**src/rtl/mc_control_unit_hs.sv**
```systemverilog
// Handshaked multicycle MIPS control unit with memory wait timeout and illegal-instruction halt.
// Optional retired-instruction counter enabled by defining PERF_CNT_EN.
module mc_control_unit_hs #(
    parameter int TIMEOUT = 16,
    parameter int TO_W    = 5,
    parameter int CNT_W   = 32
) (
    input  logic             clk,
    input  logic             rst,
    input  logic [5:0]       Opcode,
    input  logic [5:0]       Funct,
    input  logic             ZeroFlag,
    input  logic             mem_ready,
    output logic             mem_req,
    output logic             MemWrite,
    output logic             IorD,
    output logic             IRWrite,
    output logic             MemtoReg,
    output logic             RegDst,
    output logic             RegWrite,
    output logic             ALUSrcA,
    output logic [1:0]       ALUSrcB,
    output logic [2:0]       ALUControl,
    output logic [1:0]       PCSrc,
    output logic             PCEn,
    output logic             halted,
    output logic [1:0]       err_code
`ifdef PERF_CNT_EN
    ,
    output logic [CNT_W-1:0] retired
`endif
);

    typedef enum logic [3:0] {
        S_FETCH, S_DECODE, S_MEMADR, S_MEMRD, S_MEMWB, S_MEMWR, S_EXEC,
        S_ALUWB, S_BRANCH, S_ADDIEX, S_ADDIWB, S_JUMP, S_HALT
    } state_t;

    localparam logic [5:0] OP_RTYPE = 6'b000000;
    localparam logic [5:0] OP_LW    = 6'b100011;
    localparam logic [5:0] OP_SW    = 6'b101011;
    localparam logic [5:0] OP_BEQ   = 6'b000100;
    localparam logic [5:0] OP_BNE   = 6'b000101;
    localparam logic [5:0] OP_ADDI  = 6'b001000;
    localparam logic [5:0] OP_J     = 6'b000010;

    localparam logic [1:0] ERR_ILLEGAL = 2'b01;
    localparam logic [1:0] ERR_TIMEOUT = 2'b10;

    // Counter value seen during the last permitted wait cycle.
    localparam logic [TO_W-1:0] TO_LAST = (TIMEOUT == 0) ? '0 : TO_W'(TIMEOUT - 1);

    if (TO_W < 1 || CNT_W < 1 || (TIMEOUT != 0 && (2 ** TO_W) <= TIMEOUT)) begin : g_param_check
        $error("mc_control_unit_hs: TO_W/CNT_W too small for TIMEOUT");
    end

    state_t          state;
    state_t          state_next;
    logic [TO_W-1:0] wait_cnt;
    logic [TO_W-1:0] wait_next;
    logic [1:0]      halt_err;
    logic            is_sw;
    logic            in_mem;
    logic            timeout_hit;

    // {valid, ALU control} for an R-type function field.
    function automatic logic [3:0] decode_funct(input logic [5:0] f);
        case (f)
            6'b100000: decode_funct = 4'b1_010;
            6'b100010: decode_funct = 4'b1_110;
            6'b100100: decode_funct = 4'b1_000;
            6'b100101: decode_funct = 4'b1_001;
            6'b101010: decode_funct = 4'b1_111;
            default:   decode_funct = 4'b0_000;
        endcase
    endfunction

    always_ff @(posedge clk or posedge rst) begin
        if (rst) begin
            state    <= S_FETCH;
            wait_cnt <= '0;
            halted   <= 1'b0;
            err_code <= 2'b00;
        end else begin
            state    <= state_next;
            wait_cnt <= wait_next;
            if (state_next == S_HALT) begin
                halted <= 1'b1;
            end
            if (state_next == S_HALT && state != S_HALT) begin
                err_code <= halt_err;
            end
        end
    end

    // Opcode is only valid in DECODE, so remember lw/sw for MEMADR.
    always_ff @(posedge clk) begin
        if (state == S_DECODE) begin
            is_sw <= (Opcode == OP_SW);
        end
    end

    assign in_mem      = (state == S_FETCH) || (state == S_MEMRD) || (state == S_MEMWR);
    assign timeout_hit = (TIMEOUT != 0) && in_mem && !mem_ready && (wait_cnt == TO_LAST);
    assign wait_next   = (in_mem && !mem_ready) ? wait_cnt + TO_W'(1) : '0;

    always_comb begin
        state_next = state;
        halt_err   = ERR_ILLEGAL;
        case (state)
            S_FETCH: begin
                if (mem_ready) begin
                    state_next = S_DECODE;
                end else if (timeout_hit) begin
                    state_next = S_HALT;
                    halt_err   = ERR_TIMEOUT;
                end
            end
            S_DECODE: begin
                case (Opcode)
                    OP_RTYPE:      state_next = decode_funct(Funct)[3] ? S_EXEC : S_HALT;
                    OP_LW, OP_SW:  state_next = S_MEMADR;
                    OP_BEQ,OP_BNE: state_next = S_BRANCH;
                    OP_ADDI:       state_next = S_ADDIEX;
                    OP_J:          state_next = S_JUMP;
                    default:       state_next = S_HALT;
                endcase
            end
            S_MEMADR: state_next = is_sw ? S_MEMWR : S_MEMRD;
            S_MEMRD, S_MEMWR: begin
                if (mem_ready) begin
                    state_next = (state == S_MEMRD) ? S_MEMWB : S_FETCH;
                end else if (timeout_hit) begin
                    state_next = S_HALT;
                    halt_err   = ERR_TIMEOUT;
                end
            end
            S_EXEC:   state_next = S_ALUWB;
            S_ADDIEX: state_next = S_ADDIWB;
            S_MEMWB, S_ALUWB, S_ADDIWB, S_BRANCH, S_JUMP: state_next = S_FETCH;
            S_HALT:   state_next = S_HALT;
            default:  state_next = S_HALT;
        endcase
    end

    always_comb begin
        mem_req    = 1'b0;
        MemWrite   = 1'b0;
        IorD       = 1'b0;
        IRWrite    = 1'b0;
        MemtoReg   = 1'b0;
        RegDst     = 1'b0;
        RegWrite   = 1'b0;
        ALUSrcA    = 1'b0;
        ALUSrcB    = 2'b00;
        ALUControl = 3'b010;
        PCSrc      = 2'b00;
        PCEn       = 1'b0;
        case (state)
            S_FETCH: begin
                mem_req = 1'b1;
                IRWrite = mem_ready;
                PCEn    = mem_ready;
                ALUSrcB = 2'b01;
            end
            S_DECODE: ALUSrcB = 2'b11;
            S_MEMADR, S_ADDIEX: begin
                ALUSrcA = 1'b1;
                ALUSrcB = 2'b10;
            end
            S_MEMRD: begin
                mem_req = 1'b1;
                IorD    = 1'b1;
            end
            S_MEMWB: begin
                RegWrite = 1'b1;
                MemtoReg = 1'b1;
            end
            S_MEMWR: begin
                mem_req  = 1'b1;
                MemWrite = 1'b1;
                IorD     = 1'b1;
            end
            S_EXEC: begin
                ALUSrcA    = 1'b1;
                ALUControl = decode_funct(Funct)[2:0];
            end
            S_ALUWB: begin
                RegWrite = 1'b1;
                RegDst   = 1'b1;
            end
            S_BRANCH: begin
                ALUSrcA    = 1'b1;
                ALUControl = 3'b110;
                PCSrc      = 2'b01;
                PCEn       = (Opcode == OP_BNE) ? ~ZeroFlag : ZeroFlag;
            end
            S_ADDIWB: RegWrite = 1'b1;
            S_JUMP: begin
                PCSrc = 2'b10;
                PCEn  = 1'b1;
            end
            S_HALT:   ALUControl = 3'b000;
            default:  ALUControl = 3'b000;
        endcase
    end

`ifdef PERF_CNT_EN
    logic retire;

    // An instruction retires in the last state before returning to FETCH.
    assign retire = (state == S_MEMWB) || (state == S_ALUWB) || (state == S_ADDIWB) ||
                    (state == S_BRANCH) || (state == S_JUMP) ||
                    (state == S_MEMWR && mem_ready);

    always_ff @(posedge clk or posedge rst) begin
        if (rst) begin
            retired <= '0;
        end else if (retire) begin
            retired <= retired + CNT_W'(1);
        end
    end
`endif

endmodule

```
**config.mk**
```make
export PLATFORM = sky130hd
export DESIGN_NAME = mc_control_unit_hs
export DESIGN_NICKNAME = d
export VERILOG_FILES = /design/src/rtl/mc_control_unit_hs.sv
export SDC_FILE = /design/constraint.sdc
export NUM_CORES = 1
export LEC_CHECK = 0
export CAP_MARGIN = 20
export CORE_UTILIZATION = 41
export CTS_CLUSTER_SIZE = 20
export DETAILED_ROUTE_END_ITERATION = 12
export PLACE_DENSITY = 0.72
export SLEW_MARGIN = 20
export SYNTH_ARGS = -nofsm -noshare
export SYNTH_HDL_FRONTEND = slang
export SYNTH_SLANG_ARGS = --single-unit
```
**constraint.sdc**
```tcl
create_clock -name clk -period 2.1 [get_ports clk]
set_clock_uncertainty 0.1 [all_clocks]
set_input_delay 0.21 -clock clk [delete_from_list [all_inputs] [get_ports clk]]
set_output_delay 0.21 -clock clk [all_outputs]
set_load 0.1 [all_outputs]
```
==> impl_metrics.yaml, run 1 <==
status:
  outcome: "finished, violations left"
  violations: "negative setup slack"
global_route:
  grt_use_total_pct: 28.57
  grt-ovfl-total: 0
  grt_max_degree: 14
  grt_pass1_vias: 1265
  grt_antenna_before_repair: 0
  grt_pass1_wl_um: 5782
clock_tree:
  postCtsHoldBufs: 0
  clockBufferDepth: 2
  cts_tree: "built"
  clkSlewWorstSetupHoldPaths_ns: 0.08
  cts-buffers-inserted: 3
  cts-root-buf: "clkbuf_4"
  cts.sinks: 13
  clk_latency_ns: 0.28
  htree_levels: 1
floorplanning:
  fp.dieW_um: 53.85
  start_util_pct: 44.09
  ios: 35
  coreArea_um2: 2500
  dieArea_um2: 2900
  die_h_um: 53.85
  std_cell_rows: 18
synthesis:
  avgSynthCellArea_um2: 7.874
  yosys-top-cells-area: "dfrtp_1, nor2_1, nor2b_1, a21oi_1, nor3_1"
  synth_edf_count: 1
  yosys_warnings: 0
  yosys.area.top_type: "dfrtp_1"
  syn-cell-area_um2: 1102
  synth_top_area_share_pct: 27.24
  synth_cells: 140
  synth-seq-cells: 13
  synth.yosys.seq_area_share_pct: 29.97
  synthFlopType: "dfrtp_1"
  syn_nets: 158
  synth_async_sr_flop_share_pct: 92.31
  ys_types: 48
routing:
  drtIter0Drc: 29
  first_pass_iters: 4
  wl_um: 3617
  ant_nets: 0
  vias: 1339
  drc: 0
  via_per_inst: 5.797
  wl_per_cell_um: 15.66
sta:
  slew_headroom_pct: 70.52
  setup_viol: 5
  tightest_slew_ns: 0.4417
  fin_crit_sh_pct: 105.1
  fin_tns_setup_ns: -0.2362
  fmax_mhz: 453.1
  finalHoldViolations: 0
  min_period_ns: 2.207
  setup_ws_ns: -0.1073
  drv_slew: 0
  grt_setup_unrepaired: "yes"
setup_path:
  endpoint_kind: "flip-flop"
  crit_path_cell_trace: "ha_2, and3_4, ha_4, nor2b_1, a31oi_1, o221ai_1, a211o_2, a32o_1"
  worst-path-max-fanout: 4
  worstPathArrival_ns: 2.29
  crit_type: "reg2reg"
  cpMaxStageDelayCell: "dfrtp_1"
  startpoint_type: "flip-flop"
  worstPathRequired_ns: 2.18
  slowest_delay_ns: 0.38
power_and_ir_drop:
  pwr-share-comb_pct: 82.3
  pwr-share-clk_pct: 4.6
  internal_power_uw: 1430
  swShare_pct: 57.76
  seqPwrFrac_pct: 13.1
  switchingPower_uw: 1955
  p_leak_uw: 0.0008357
  cellPowerDensity_nw_per_um2: 1682
  peakVddDrop_mv: 1.936
cells_and_area:
  area_growth_pct: 82.63
  num_antenna_cells: 0
  drive_gt1_share_pct: 44.28
  num-nets-final: 220
  fin_util_pct: 80.53
run:
  maxCapViolations: 0
placed_design:
  hpwl_um: 2820
  numPortBuffers: 34
  routabilityCongestion: 0.9043
hold_path:
  worstHoldPathType: "in2async"
[stage by stage]
| step | total power [uW] | hold slack (ns) | worst slack, ns | instance area [um2] | instances |
|---|---|---|---|---|---|
| global placement | 3090 | 0.3462 | -0.2962 | 1931 | 221 |
| finish | 3385 | 0.1275 | -0.1073 | 2013 | 231 |
| floorplan | 2206 | -0.02530 | -0.3078 | 1252 | 140 |
| CTS | 3337 | 0.1420 | -0.08154 | 1992 | 230 |
| global route | 3524 | 0.1866 | -0.1509 | 2013 | 231 |
| detailed placement | 3142 | 0.3461 | -0.3567 | 1931 | 221 |
[power groups by stage]
stage                     Combinational, uW  Sequential [uW]  Clock [uW]
after floorplan                        1750              458           0
after global placement                 2660              429           0
after detailed placement               2710              437           0
after CTS                              2750              429         162
after global routing                   2900              451         169
final                                  2790              443         157
[flip-flops by register name, summed over array words and instances, names as in the netlist]
| name | count |
|---|---|
| state | 4 |
| err_code | 2 |
| wait_cnt | 5 |
| halted | 1 |
| is_sw | 1 |
[critical path: cells and delay by family, from the launching register on]
kind / cells / cell delay, ns
DFF: 1 / 0.38
and+or+nand+nor: 2 / 0.33
AOI/OAI and AO/OA: 4 / 0.93
adders and majority gates: 2 / 0.36
[path summary, 6_finish.rpt]
check,start,endpoint,slack [ns],cells after the start
worst min register to register,halted$_DFFE_PP0N_,halted$_DFFE_PP0N_,0.36,1
worst max-delay path,wait_cnt[0]$_DFF_PP0_,err_code[0]$_DFFE_PP0P_,-0.11,8
max in group asynchronous,rst,state[1]$_DFF_PP0_,1.44,2
worst max register to register,wait_cnt[0]$_DFF_PP0_,err_code[0]$_DFFE_PP0P_,-0.11,8
worst min-delay path,rst,wait_cnt[1]$_DFF_PP0_,0.13,2
min in group clk,halted$_DFFE_PP0N_,halted$_DFFE_PP0N_,0.36,1
[synthesized netlist by cell type (2+ instances only)]
cell	n
a21o_1	2
nor2b_1	7
a21oi_1	8
dfrtp_1	12
nand4_1	2
nor4bb_1	2
xor2_1	3
and2_1	2
o21ai_0	4
clkbuf_1	4
a31oi_1	5
nor2_1	16
ha_1	2
o21bai_1	2
xnor2_1	2
inv_2	2
buf_2	3
inv_1	6
nor3_1	8
nand3_1	7
nand2_1	10
and3_1	4
o21ai_1	2
[layout make-up]
class                   count  area (um2)
fillers                   167       486.7
flip-flops and latches     13       335.3
inverters                   8       32.53
repair buffers             65       735.7
clock buffers               4       26.28
well taps                  30       37.54
multi-input cells         111       845.8
[cells by family after synthesis]
group                    Yosys count  share of synthesized area [%]
AO/OA/AOI/OAI                     33                          20.43
XOR/XNOR                           5                          3.973
adder cells (fa/ha/maj)            2                          2.270
buffers and inverters             16                          5.788
flip-flops                        13                          29.97
multiplexers                       1                         0.9081
AND/OR/NAND/NOR                   70                          36.66
[cells in the final DEF, fill, tap and decap left out, types with 3 or more instances in the layout]
cell / synthesis / routed
a21oi_1: 8 / 7
a31oi_1: 5 / 5
and3_1: 4 / 3
buf_12: 0 / 17
buf_4: 0 / 32
clkbuf_4: 0 / 3
clkdlybuf4s50_1: 0 / 10
dfrtp_1: 12 / 8
dfrtp_2: 0 / 4
dlygate4sd2_1: 0 / 5
inv_1: 6 / 5
nand2_1: 10 / 8
nand3_1: 7 / 7
nor2_1: 16 / 10
nor2_2: 0 / 4
nor2b_1: 7 / 7
nor3_1: 8 / 5
xor2_1: 3 / 3
[repair_timing]
item,in CTS,in global routing
pin swaps,2,0
cloned,0,0
endpoints found under the setup margin,9,8
setup buffers,5,1
gates resized for setup,10,5
endpoints found under the hold margin,0,0
[per-layer routing]
metal  global-route usage, %  routed length, um  vias to the layer above
met5                       0                  0                        -
met4                   14.47                108                        0
met3                   5.085                143                       12
met2                   47.53               1834                       47
met1                   34.95               1531                      645
li1                        -                  -                      635
Note: power is estimated with default switching activity, not from simulation.
==> run 2, diff against run 1 <==
- CORE_UTILIZATION: 41 -> 46
- PLACE_DENSITY: 0.72 -> 0.76
- SLEW_MARGIN: 20 -> 5
- clock period: 2.1 -> 2.4 ns (I/O delays scaled with it)
==> run 2 against run 1 <==
Compared with the run above:
- the run now ends clean
- setup slack gained 0.19 ns
- count of clock-buffer cells in the layout shrank 1
- cell count fell by 6.5%
- via count is 7.0% lower
- cell area shrank 9.4%
- sequential share of layout area is 1.6 points higher
- core utilization up 1.2 points
- largest cell class unchanged
- largest power group unchanged
==> impl_metrics.yaml, run 2 (synthesized netlist as in run 1, its figures left out) <==
status:
  outcome: "complete, no violations"
sta:
  slew_headroom_pct: 70.76
  drv_slew: 0
  setup_viol: 0
  setup_ws_ns: 0.08499
  grt_setup_unrepaired: "no"
  finalHoldViolations: 0
  fmax_mhz: 432.0
  min_period_ns: 2.315
  tightest_slew_ns: 0.4381
  fin_crit_sh_pct: 96.46
routing:
  drc: 0
  vias: 1245
  first_pass_iters: 4
  wl_um: 3308
  via_per_inst: 5.764
  ant_nets: 0
  drtIter0Drc: 36
  wl_per_cell_um: 15.31
global_route:
  grt_antenna_before_repair: 0
  grt_pass1_vias: 1186
  grt_max_degree: 17
  grt_pass1_wl_um: 5223
  grt-ovfl-total: 0
  grt_use_total_pct: 26.48
clock_tree:
  clockBufferDepth: 2
  clk_latency_ns: 0.28
  cts_tree: "built"
  postCtsHoldBufs: 0
  cts-root-buf: "clkbuf_4"
  clkSlewWorstSetupHoldPaths_ns: 0.08
  cts-buffers-inserted: 3
  htree_levels: 1
  cts.sinks: 13
setup_path:
  cpLargestDelayFamily: "simple AND/OR/NAND/NOR gates"
  reg2reg_depth: 8
  startpoint_type: "flip-flop"
  worstPathRequired_ns: 2.48
  crit_type: "reg2reg"
  crit_buf_inv: 0
  worst-path-max-fanout: 4
  endpoint_kind: "flip-flop"
  cpMaxStageDelayCell: "or4_4"
  worstPathArrival_ns: 2.39
  r2r-start: "wait_cnt[0]$_DFF_PP0_"
  crit_path_cell_trace: "ha_1, and3_1, ha_2, nor4bb_1, o21ai_0, a21oi_1, or4_4, a32o_1"
  reg2reg_to: "err_code[0]$_DFFE_PP0P_"
  slowest_delay_ns: 0.46
  worst-path-stages: 8
  reg2reg_setup_slack_ns: 0.08
cells_and_area:
  design_area_um2: 1824
  largest_reg_flops: 5
  final_common_cell: "buf_4"
  area_growth_pct: 65.49
  final_cell_mix: "buf_4, buf_12, nor2_1"
  max_flop_register: "wait_cnt"
  num-nets-final: 207
  drive_gt1_share_pct: 34.04
  largest_registers: "wait_cnt: 5 flops, state: 4 flops, err_code: 2 flops"
  num_antenna_cells: 0
floorplanning:
  std_cell_rows: 17
  die_h_um: 50.95
  dieArea_um2: 2596
  coreArea_um2: 2233
  start_util_pct: 49.36
  ios: 35
  fp.dieW_um: 50.95
placed_design:
  routabilityCongestion: 0.8918
  numPortBuffers: 34
  hpwl_um: 2627
  preCtsSetupSlack_ns: -0.03907
  place_area_um2: 1774
power_and_ir_drop:
  cellPowerDensity_nw_per_um2: 1494
  peakVddDrop_mv: 1.261
  p_leak_uw: 0.0007980
  p_total_uw: 2726
hold_path:
  worstHoldPathType: "in2async"
run:
  maxCapViolations: 0
[run 2: worst max-delay path by stage]
stage                              end  slack (ns)                  start
2_1_floorplan                 RegWrite       -0.46     state[2]$_DFF_PP0_
3_3_place_gp   err_code[0]$_DFFE_PP0P_        0.05              Opcode[1]
3_5_place_dp   err_code[0]$_DFFE_PP0P_       -0.04              Opcode[3]
4_1_cts                           PCEn        0.03              Opcode[3]
5_1_grt                  ALUControl[2]        0.02     state[3]$_DFF_PP0_
6_report       err_code[0]$_DFFE_PP0P_        0.08  wait_cnt[0]$_DFF_PP0_
[run 2: repair_timing]
action | in CTS | in global routing
gates resized for setup | 0 | 7
setup endpoints to repair | 1 | 3
pin swaps | 1 | 7
buffers inserted | 0 | 1
[run 2: stage by stage]
stage                     TNS [ns]  instances  utilization [%]  hold slack (ns)
after floorplan             -1.861        140                -         0.004699
after global placement           0        211            79.44           0.3421
after detailed placement  -0.06096        211            79.44           0.3524
after CTS                        0        215            80.67           0.1654
after global routing             0        216            81.68           0.1952
final                            0        216            81.68           0.1483
[run 2: final cells by class]
class,instances,area (um2)
clock inverters,1,5.005
flip-flops and latches,13,332.8
repair buffers,52,638.1
well taps,28,35.03
inverters,8,30.03
clock buffers,3,22.52
fillers,155,409.1
multi-input cells,111,760.7
[run 2: worst reg2reg max path: stages (launching register included)]
cell and delay (ns):
dfrtp_1 0.40, ha_1 0.23, and3_1 0.19, ha_2 0.19, nor4bb_1 0.14, o21ai_0 0.15
a21oi_1 0.10, or4_4 0.46, a32o_1 0.27
[run 2: metal layers]
layer  global-route usage [%]  vias up  routed length [um]
li1                         -      607                   -
met1                    34.26      600                1416
met2                    45.39       36                1734
met3                    5.357        2                 142
met4                    5.093        0                  14
met5                        0        -                   0
[run 2: report_power, final]
group	internal, uW	switching (uW)
Clock	61.9	75.1
Combinational	764	1450
Sequential	283	94.1
==> run 3, diff against run 2 <==
- CORE_UTILIZATION: 46 -> 28
- PLACE_DENSITY: 0.76 -> 0.5
==> run 3 against run 2 <==
Compared with the run above:
- register-to-register slack gained 0.04 ns
- cell area hardly changed
- sequential share of layout area down 0.081 points
- setup slack worse by 0.013 ns
- core utilization shrank 33 points
- global-route usage shrank 9.9 points
- critical path depth did not move
==> impl_metrics.yaml, run 3 (synthesized netlist as in run 1, its figures left out) <==
routing:
  drc: 0
  via_per_inst: 5.272
  vias: 1223
  first_pass_iters: 4
  wl_per_cell_um: 13.66
  ant_nets: 0
  drtIter0Drc: 48
  wl_um: 3168
hold_path:
  worstHoldPathType: "in2async"
global_route:
  grt_antenna_before_repair: 0
  grt_pass1_wl_um: 5451
  grt_use_total_pct: 16.57
  grtUsageMet3_pct: 3.697
  met2_usage_pct: 29.17
  grt_pass1_vias: 1214
  grt_busiest_layer: "met2"
  grt_max_degree: 17
  grt-ovfl-total: 0
  grt_use_met1_pct: 20.24
setup_path:
  reg2reg_depth: 8
  reg2reg_setup_slack_ns: 0.12
  crit_type: "in2out"
  startpoint_type: "input port"
  endpoint_kind: "output pin"
  reg2reg_to: "err_code[0]$_DFFE_PP0P_"
  worstPathRequired_ns: 2.06
  worst-path-max-fanout: 6
  r2r-start: "wait_cnt[0]$_DFF_PP0_"
  worstPathArrival_ns: 1.99
floorplanning:
  fp.dieW_um: 64.75
  ios: 35
  start_util_pct: 29.66
  std_cell_rows: 22
  die_h_um: 64.75
  coreArea_um2: 3716
  dieArea_um2: 4192
cells_and_area:
  fillerInstances: 365
  multiInputGateArea_um2: 760.7
  largest_reg_flops: 5
  num-nets-final: 203
  final_common_cell: "buf_4"
  max_flop_register: "wait_cnt"
  area_growth_pct: 65.61
  num_antenna_cells: 0
  regArea_um2: 331.6
  final_cell_mix: "buf_4, buf_12, clkdlybuf4s50_1"
  largest_registers: "wait_cnt: 5 flops, state: 4 flops, err_code: 2 flops"
  drive_gt1_share_pct: 31.52
run:
  maxCapViolations: 0
sta:
  setup_viol: 0
  finalHoldViolations: 0
  fin_crit_sh_pct: 97.02
  fmax_mhz: 429.5
  tightest_slew_ns: 0.4606
  slew_headroom_pct: 69.22
  min_period_ns: 2.328
  grt_setup_unrepaired: "yes"
  drv_slew: 0
  setup_ws_ns: 0.07151
clock_tree:
  clk_latency_ns: 0.23
  htree_levels: 1
  cts_tree: "built"
  cts.sinks: 13
  cts-root-buf: "clkbuf_8"
  cts-buffers-inserted: 3
  clkSlewWorstSetupHoldPaths_ns: 0.05
  postCtsHoldBufs: 0
  clockBufferDepth: 2
status:
  outcome: "complete, no violations"
placed_design:
  preCtsSetupSlack_ns: -0.05044
  routabilityCongestion: 0.7930
  hpwl_um: 2571
  numPortBuffers: 34
## run 3: cell count changes in the layout (fill, tap and decap cells not counted), sizes merged
cell / delta
buf: -4
clkdlybuf4s50: +4
dlymetal6s2s: -4
clkbuf: +1
clkinv: -1
## run 3: worst max-delay path, stage by stage
cell	delay (ns)
clkdlybuf4s50_1	0.52
nor4_2	0.18
buf_4	0.17
nand3_1	0.09
xnor2_1	0.15
nand2_1	0.08
a311oi_2	0.34
buf_12	0.22
## run 3: cell type report
cell class                      count  share of cell area (%)
Inverter                            8                   1.645
Clock buffer                        4                   2.467
Multi-Input combinational cell    111                   41.67
Sequential cell                    13                   18.16
Timing Repair Buffer               48                   32.76
Tap cell                           48                   3.290
## run 3: repair_timing
| action | in CTS | in global routing |
|---|---|---|
| endpoints found under the setup margin | 0 | 5 |
| endpoints found under the hold margin | 0 | 0 |
| buffers inserted | 0 | 1 |
| gates resized for setup | 0 | 3 |
## run 3: through the flow
| stage | setup TNS, ns | utilization [%] | hold slack (ns) | cells | instance area (um2) |
|---|---|---|---|---|---|
| after CTS | 0 | 48.82 | 0.2230 | 231 | 1814 |
| final | 0 | 49.12 | 0.2112 | 232 | 1826 |
| after floorplan | -1.861 | - | 0.004699 | 140 | 1152 |
| after detailed placement | -0.05044 | 47.61 | 0.3538 | 227 | 1769 |
| after global routing | -0.08310 | 49.12 | 0.2504 | 232 | 1826 |
| after global placement | 0 | 47.61 | 0.3419 | 227 | 1769 |
## run 3: routing by layer
metal | up-vias | wire length [um] | share of wire [%]
met2 | 23 | 1633 | 52
met1 | 596 | 1408 | 44
met5 | - | 0 | 0
met3 | 4 | 99 | 3.1
li1 | 600 | - | -
met4 | 0 | 27 | 0.85
## run 3: worst max-delay path by stage
stage	to	from	cells past startpoint	slack, ns
detailed placement	err_code[0]$_DFFE_PP0P_	Opcode[1]	6	-0.05
global route	PCEn	Opcode[5]	8	-0.08
global placement	err_code[0]$_DFFE_PP0P_	Opcode[1]	6	0.005
CTS	ALUControl[2]	state[2]$_DFF_PP0_	4	0.02
finish	PCEn	Opcode[1]	8	0.07
floorplan	RegWrite	state[2]$_DFF_PP0_	5	-0.46
Power of run 3 is left out: the tool's default activity adds up to more than one toggle a clock period on the data nets, which glitch-free logic cannot reach.
